--- src/rtl/ras_spec_ctrl.sv ---
// Speculative return-address stack with a committed shadow copy.
// A flush restores the speculative copy from the committed one in a single cycle.
module ras_spec_ctrl #(
  parameter int ADDR  = 32,
  parameter int DEPTH = 8,
  parameter int INCR  = 4,
  localparam int PW   = $clog2(DEPTH),
  localparam int CW   = $clog2(DEPTH + 1)
) (
  input  logic            clk,
  input  logic            reset,
  input  logic            fetch_call_,
  input  logic [ADDR-1:0] fetch_pc,
  input  logic            fetch_ret_,
  output logic            ret_v,
  output logic [ADDR-1:0] ret_addr,
  input  logic            commit_call_,
  input  logic [ADDR-1:0] commit_pc,
  input  logic            commit_ret_,
  input  logic            flush_,
  output logic [CW-1:0]   spec_cnt,
  output logic [CW-1:0]   commit_cnt
);

  logic [DEPTH-1:0][ADDR-1:0] spec, spec_next;
  logic [DEPTH-1:0][ADDR-1:0] cmt, cmt_next;
  logic [PW-1:0]              sp, sp_next, sp_top;
  logic [PW-1:0]              cp, cp_next, cp_top;
  logic [CW-1:0]              scnt, scnt_next;
  logic [CW-1:0]              ccnt, ccnt_next;

  logic            fetch_push, fetch_pop, commit_push, commit_pop, flush;
  logic [ADDR-1:0] fetch_val, commit_val;

  assign fetch_push  = ~fetch_call_;
  assign fetch_pop   = ~fetch_ret_;
  assign commit_push = ~commit_call_;
  assign commit_pop  = ~commit_ret_;
  assign flush       = ~flush_;

  assign fetch_val  = fetch_pc + ADDR'(INCR);
  assign commit_val = commit_pc + ADDR'(INCR);

  assign sp_top = sp - PW'(1);
  assign cp_top = cp - PW'(1);

  // Committed stack; a push on a full stack overwrites the oldest slot.
  always_comb begin
    cmt_next  = cmt;
    cp_next   = cp;
    ccnt_next = ccnt;
    if (commit_push && commit_pop && ccnt != '0) begin
      cmt_next[cp_top] = commit_val;
    end else if (commit_push) begin
      cmt_next[cp] = commit_val;
      cp_next      = cp + PW'(1);
      if (ccnt != CW'(DEPTH)) ccnt_next = ccnt + CW'(1);
    end else if (commit_pop && ccnt != '0) begin
      cp_next   = cp_top;
      ccnt_next = ccnt - CW'(1);
    end
  end

  // Speculative stack; flush copies the post-update committed state and drops fetch strobes.
  always_comb begin
    spec_next = spec;
    sp_next   = sp;
    scnt_next = scnt;
    if (flush) begin
      spec_next = cmt_next;
      sp_next   = cp_next;
      scnt_next = ccnt_next;
    end else if (fetch_push && fetch_pop && scnt != '0) begin
      spec_next[sp_top] = fetch_val;
    end else if (fetch_push) begin
      spec_next[sp] = fetch_val;
      sp_next       = sp + PW'(1);
      if (scnt != CW'(DEPTH)) scnt_next = scnt + CW'(1);
    end else if (fetch_pop && scnt != '0) begin
      sp_next   = sp_top;
      scnt_next = scnt - CW'(1);
    end
  end

  always_ff @(posedge clk or posedge reset) begin
    if (reset) begin
      spec <= '0;
      sp   <= '0;
      scnt <= '0;
      cmt  <= '0;
      cp   <= '0;
      ccnt <= '0;
    end else begin
      spec <= spec_next;
      sp   <= sp_next;
      scnt <= scnt_next;
      cmt  <= cmt_next;
      cp   <= cp_next;
      ccnt <= ccnt_next;
    end
  end

  assign ret_v      = (scnt != '0);
  assign ret_addr   = ret_v ? spec[sp_top] : '0;
  assign spec_cnt   = scnt;
  assign commit_cnt = ccnt;

endmodule

--- config.mk ---
export PLATFORM = sky130hd
export DESIGN_NAME = ras_spec_ctrl
export DESIGN_NICKNAME = d
export VERILOG_FILES = /design/src/rtl/ras_spec_ctrl.sv
export SDC_FILE = /design/constraint.sdc
export NUM_CORES = 2
export LEC_CHECK = 0
export ABC_CLOCK_PERIOD_IN_PS = 31100
export BUFFER_PORTS_ARGS = -buffer_cell sky130_fd_sc_hd__buf_2
export CAP_MARGIN = 5
export CELL_PAD_IN_SITES_DETAIL_PLACEMENT = 0
export CELL_PAD_IN_SITES_GLOBAL_PLACEMENT = 1
export CORE_ASPECT_RATIO = 1.2
export CORE_MARGIN = 2
export CORE_UTILIZATION = 42
export CTS_CLUSTER_DIAMETER = 30
export DETAILED_ROUTE_END_ITERATION = 6
export GPL_TIMING_DRIVEN = 0
export PLACE_DENSITY_LB_ADDON = 0.05
export SLEW_MARGIN = 20
export SYNTH_ARGS = -nofsm -noshare
export SYNTH_HDL_FRONTEND = slang
export SYNTH_SLANG_ARGS = --single-unit
export TNS_END_PERCENT = 20
--- constraint.sdc ---
create_clock -name clk -period 31.1 [get_ports clk]
set_clock_uncertainty 0.05 [all_clocks]
set_input_delay 6.22 -clock clk [delete_from_list [all_inputs] [get_ports clk]]
set_output_delay 6.22 -clock clk [all_outputs]
set_load 0.05 [all_outputs]
# ---- Word level (Yosys, flattened, before mapping)
# Index checks and enable logic that the tools add are counted.
dict set report op_classes {
  n_reduce_logical 14
  bitwise 4
  n_eq_ne 6
  order_cmp 8
  add_sub_neg 10
  mux 36
}
# op n
set op_table {}
lappend op_table {{2-to-1 mux 256 bit} 5}
lappend op_table {{bitwise mux 256 bit} 4}
lappend op_table {{demux 32 bit (select 3 bit)} 4}
lappend op_table {{2-to-1 mux 32 bit} 6}
lappend op_table {{binary-select mux 32 bit (select 3 bit)} 1}
lappend op_table {{adder 32 x 3 -> 32 bit, second input constant} 2}
lappend op_table {{2-to-1 mux 4 bit} 9}
lappend op_table {{2-to-1 mux 3 bit} 7}
lappend op_table {{< comparator 3 x 4 -> 1 bit, second input constant} 4}
lappend op_table {{>= comparator 3 x 1 -> 1 bit, second input constant} 4}
lappend op_table {{logical AND 1 bit} 10}
lappend op_table {{!= test 3 x 2 -> 1 bit, second input constant} 3}
lappend op_table {{adder 4 x 1 -> 4 bit, second input constant} 2}
lappend op_table {{!= test 4 bit, second input constant} 2}
lappend op_table {{nonzero test 4 bit} 2}
lappend op_table {{subtractor 4 x 1 -> 4 bit, second input constant} 2}
lappend op_table {{adder 3 x 1 -> 3 bit, second input constant} 2}
lappend op_table {{subtractor 3 x 1 -> 3 bit, second input constant} 2}
lappend op_table {{inverter 1 bit} 4}
lappend op_table {{AND reduction 3 bit} 1}
lappend op_table {{!= test 2 bit, second input constant} 1}
lappend op_table {{AND reduction 2 bit} 1}
dict set report word_totals {
  input_bits 71
  word_cells 98
  regBits 526
}

# ---- Longest topological paths before layout
dict set report depth {
  ltp_word 8
  ltp_mapped 12
  mapped_depth_nobuf 7
}

# ---- Worst setup path after synthesis
# No wires, ideal clock.
dict set report synth_path {
  path_kind {register -> output}
  startpoint {register sp[0]}
  endpoint {output port ret_addr[0]}
  path_stages_with_launch 11
  n_path_buf 4
  setup_slack_ns 21.527
  arrival_time_ns 3.303
  t_required_ns 24.830
  path_cell_list {dfrtp_1 -> clkbuf_1 -> inv_1 -> ha_1 -> clkbuf_1 -> nand2_1 -> nor2_1 -> clkbuf_1 -> buf_1 -> a22oi_1 -> a31oi_1}
}
dict set report synth_via {
  elab_chain_len 4
}
# item line
set synth_lines {}
lappend synth_lines {{start: declaration} 27} ;# logic [PW-1:0] sp, sp_next, sp_top;
lappend synth_lines {{start signal: assignment} 95} ;# sp <= sp_next;
lappend synth_lines {{subtractor 3 x 1 -> 3 bit} 44} ;# assign sp_top = sp - PW'(1);
lappend synth_lines {{binary-select mux 32 bit (select 3 bit)} 104} ;# assign ret_addr = ret_v ? spec[sp_top] : '0;
lappend synth_lines {{2-to-1 mux 32 bit (implied by the code)} 104}
lappend synth_lines {{2-to-1 mux 32 bit} 104}
lappend synth_lines {{end: declaration} 16} ;# output logic [ADDR-1:0] ret_addr,
# Every way passes these cells. The select of a mux whose other input is x is not followed.

# ---- Worst setup path after layout
dict set report layout_path {
  startpoint {register sp[0]}
  endpoint {output port ret_addr[24]}
}
# Same word-level chain as after synthesis.

==> impl_metrics.json <==
{
  "status": "completed",
  "cts_buffer_depth": 3,
  "start_util_pct": 42.2,
  "hold_start": "cmt[77]$_DFF_PP0_",
  "cts_buffers": 133,
  "seq_area_frac_synth_pct": 49.5,
  "regToRegSetupSlack_ps": 26030,
  "rr_endpoint": "spec[144]$_DFFE_PP0P_",
  "port-buffer-count": 103,
  "synth-main-ff-cell": "dfrtp_1",
  "synth-simple-area-share_pct": 14.8,
  "path_clk_slew_ps": 40,
  "cts.repair.resized": 0,
  "setup_ws_ps": 18560,
  "placed_area_um2": 28500,
  "die-area_um2": 65300,
  "ctsHtreeMaxLevel": 4,
  "hold_buffers": 0,
  "dp_cells": 3565,
  "synth_edf_count": 0,
  "worst_pin_slew_ps": 1310,
  "post_cts_buffers": 0,
  "synthXorXnorAreaFrac_pct": 1.71,
  "post-place-ws_ps": 19350,
  "cts_sinks": 526,
  "slew_headroom_pct": 12.4,
  "slowest_stage": "clkbuf_1",
  "hold_depth": 2,
  "ys_seq_elements": 526,
  "final_nets": 2959,
  "wirelength_mm": 137,
  "critPathMostFrequentCell": "clkbuf_1",
  "fin_crit_ps": 12540,
  "ir_worst_vdd_mv": 0.0845,
  "final-hold-violation-count": 0,
  "critPathKind": "reg -> out",
  "crit_fanout": 10,
  "synthToLayoutAreaGrowth_pct": 24.4,
  "insertion_delay_ps": 710,
  "grt_antenna_before_repair": 7,
  "clock-root-buffer": "clkbuf_16",
  "min_path_type": "reg -> reg",
  "fillers": 5786,
  "synthDistinctLibCells": 95,
  "hpwl_mm": 96.7,
  "syn-num-nets": 2705,
  "final_cells": 3808,
  "fmax_ghz": 0.0798,
  "ys_async_sr_fraction_pct": 100,
  "routedWlPerCell_um": 36.0,
  "grt_pass1_wl_mm": 192,
  "gp_congestion": 0.992,
  "synth_mux_area_share_pct": 7.67,
  "hold-path-endpoint": "cmt[77]$_DFF_PP0_",
  "fin_area_um2": 33100,
  "fp.dieH_um": 280,
  "grt_max_degree": 100,
  "setup_tns_ps": 0,
  "track_usage_pct": 42.3,
  "finalCritPeriodShare_pct": 40.3,
  "synth_cells": 2623,
  "syn_avg_cell_area_um2": 10.1,
  "yosys.area_share.adder_pct": 0.546,
  "final_layout_size_suffix_gt1_share_pct": 17.6,
  "grt_overflow": 0,
  "finalSetupViolCount": 0,
  "drt_first_iter_violations": 3283,
  "yosysWarnings": 0,
  "tritoncts": "yes",
  "firstDrtPassIters": 6,
  "p_leak_uw": 0.0139,
  "drc": 0,
  "cp_cell_sequence": "clkbuf_1 > inv_1 > ha_1 > xnor2_1 > clkbuf_1 > nor3_2 > clkbuf_1 > clkbuf_2 > a22oi_1 > a31oi_1 > buf_2",
  "end_kind": "primary output",
  "routed_via_density": 6.75,
  "synth_top_family_by_area": "compound AO/OA/AOI/OAI gates",
  "r2r_cells": 10,
  "drtAntennaViolNets": 0,
  "pin_count": 112,
  "cp_data_arrival_time_ps": 6270,
  "synth_compound_area_share_pct": 20.5,
  "power_density_nw_per_um2": 133,
  "coreArea_um2": 62900,
  "first_global_vias": 25600,
  "rsz0062_at_grt": "no",
  "rows": 101,
  "critPathLaunchType": "flip-flop",
  "vias": 25700,
  "max_stage_delay_ps": 1030,
  "dieWidth_um": 234,
  "crit_required_ps": 24830,
  "synthesis.area_um2": 26600,
  "slew_viol_final": 0,
  "cap_violations": 0,
  "reg2reg_from": "sp[0]$_DFFE_PP0P_"
}
==> area by class of cell <==
class | instances | area [um^2] | area share, %
Inverter | 146 | 556 | 1.68
Buffer | 205 | 876 | 2.65
Tap cell | 824 | 1030 | 3.12
Antenna cell | 3 | 7.51 | 0.0227
Multi-Input combinational cell | 1746 | 12100 | 36.7
Clock inverter | 65 | 826 | 2.50
Clock buffer | 174 | 3680 | 11.1
Sequential cell | 526 | 13200 | 39.8
Timing Repair Buffer | 119 | 792 | 2.40
==> where the power goes <==
group,leakage (uW),switching (uW),internal (uW)
clock network,0.00221,457,941
registers,0.00628,175,1020
logic,0.00545,1290,511
total,0.0139,1920,2470
==> cells by family (layout without fill, tap and decap cells) <==
kind of cell	Yosys count	after routing
AOI/OAI and AO/OA	732	732
xor gates and xnor gates	52	52
adders and majority gates	11	11
buffers and inverters	351	709
DFF	526	526
muxes	196	196
other	0	3
and+or+nand+nor	755	755
==> critical path, delay by kind of cell (launching register included) <==
family                   cells  cell delay (ps)
flip-flops                   1              380
buffers and inverters        6             3310
adder cells (fa/ha/maj)      1              300
AO/OA/AOI/OAI                2              560
XOR/XNOR                     1              220
AND/OR/NAND/NOR              1              790
==> how the worst max path moves through the flow <==
stage | startpoint | end | slack [ps] | depth (start not counted)
2_1_floorplan | reset | cmt[0]$_DFF_PP0_ | 10130 | 1
3_3_place_gp | reset | cmt[197]$_DFF_PP0_ | 3710 | 2
3_5_place_dp | sp[0]$_DFFE_PP0P_ | ret_addr[24] | 19350 | 11
4_1_cts | sp[0]$_DFFE_PP0P_ | ret_addr[24] | 18610 | 11
5_1_grt | sp[0]$_DFFE_PP0P_ | ret_addr[24] | 18860 | 11
6_report | sp[0]$_DFFE_PP0P_ | ret_addr[24] | 18560 | 11
==> cell usage in the layout (no fill, tap or decap), types with 25 or more instances in the layout <==
master       n
o211ai_1    25
buf_2      147
dfrtp_1    526
o21ai_0     98
a22oi_1    106
nor3_1     121
mux2i_1    144
clkinv_2    29
mux2_2      51
a31oi_1     27
nand2_1    180
clkbuf_16  134
clkbuf_1   149
inv_1      143
clkbuf_2    25
nand4_1     25
o221ai_1   103
nand3_1     63
xnor2_1     26
a21oi_1     87
o32ai_1     42
xor2_1      25
nor2_1     190
==> per-layer routing <==
metal	vias up	track usage [%]	routed length, um
met1	13100	52.6	52800
met4	4	30.8	11300
met2	1761	62.1	59200
met5	-	0	34
li1	10400	-	-
met3	508	12.6	13900
==> flip-flops by register name, indices dropped and copies added (netlist names) <==
name        cells
spec          256
spec_cnt        4
cp              3
cmt           256
commit_cnt      4
sp              3
==> cells in the mapped netlist, types with 11 or more instances <==
library cell  number  share of area (%)
dfrtp_1          526                 50
o21ai_0           98                1.8
a32oi_1           18               0.59
mux2_2            51                2.2
o31a_1            18               0.59
a21o_1            14               0.40
a221oi_1          22               0.73
xnor2_1           27               0.89
nand4b_1          16               0.53
o31ai_1           22               0.62
o221ai_1         103                3.4
a211oi_1          12               0.34
xor2_1            25               0.82
o211ai_1          25               0.71
nor3_1           123                2.3
o22a_1            16               0.53
a22oi_1          106                3.0
inv_1            144                2.0
and4_1            19               0.63
buf_2             41               0.77
nand3b_1          15               0.42
a2bb2oi_1         22               0.73
nor4_1            21               0.49
o32ai_1           42                1.4
a21oi_1           88                1.7
nor2b_1           19               0.45
mux2i_1          144                5.4
nor2_1           193                2.7
a31oi_1           27               0.64
nand3_1           63                1.2
a22o_1            11               0.36
clkbuf_1         151                2.1
nand2_1          180                2.5
nand4_1           25               0.59
==> metrics by stage <==
| stage | power, uW | hold WS, ps | utilization (%) |
|---|---|---|---|
| finish | 4390 | 421 | 52.5 |
| floorplan | 2260 | 386 | - |
| global route | 4530 | 437 | 52.5 |
| global placement | 2900 | 404 | 44.7 |
| detailed placement | 2940 | 413 | 45.3 |
| CTS | 4340 | 423 | 52.5 |
(Power assumes the default switching activity.)
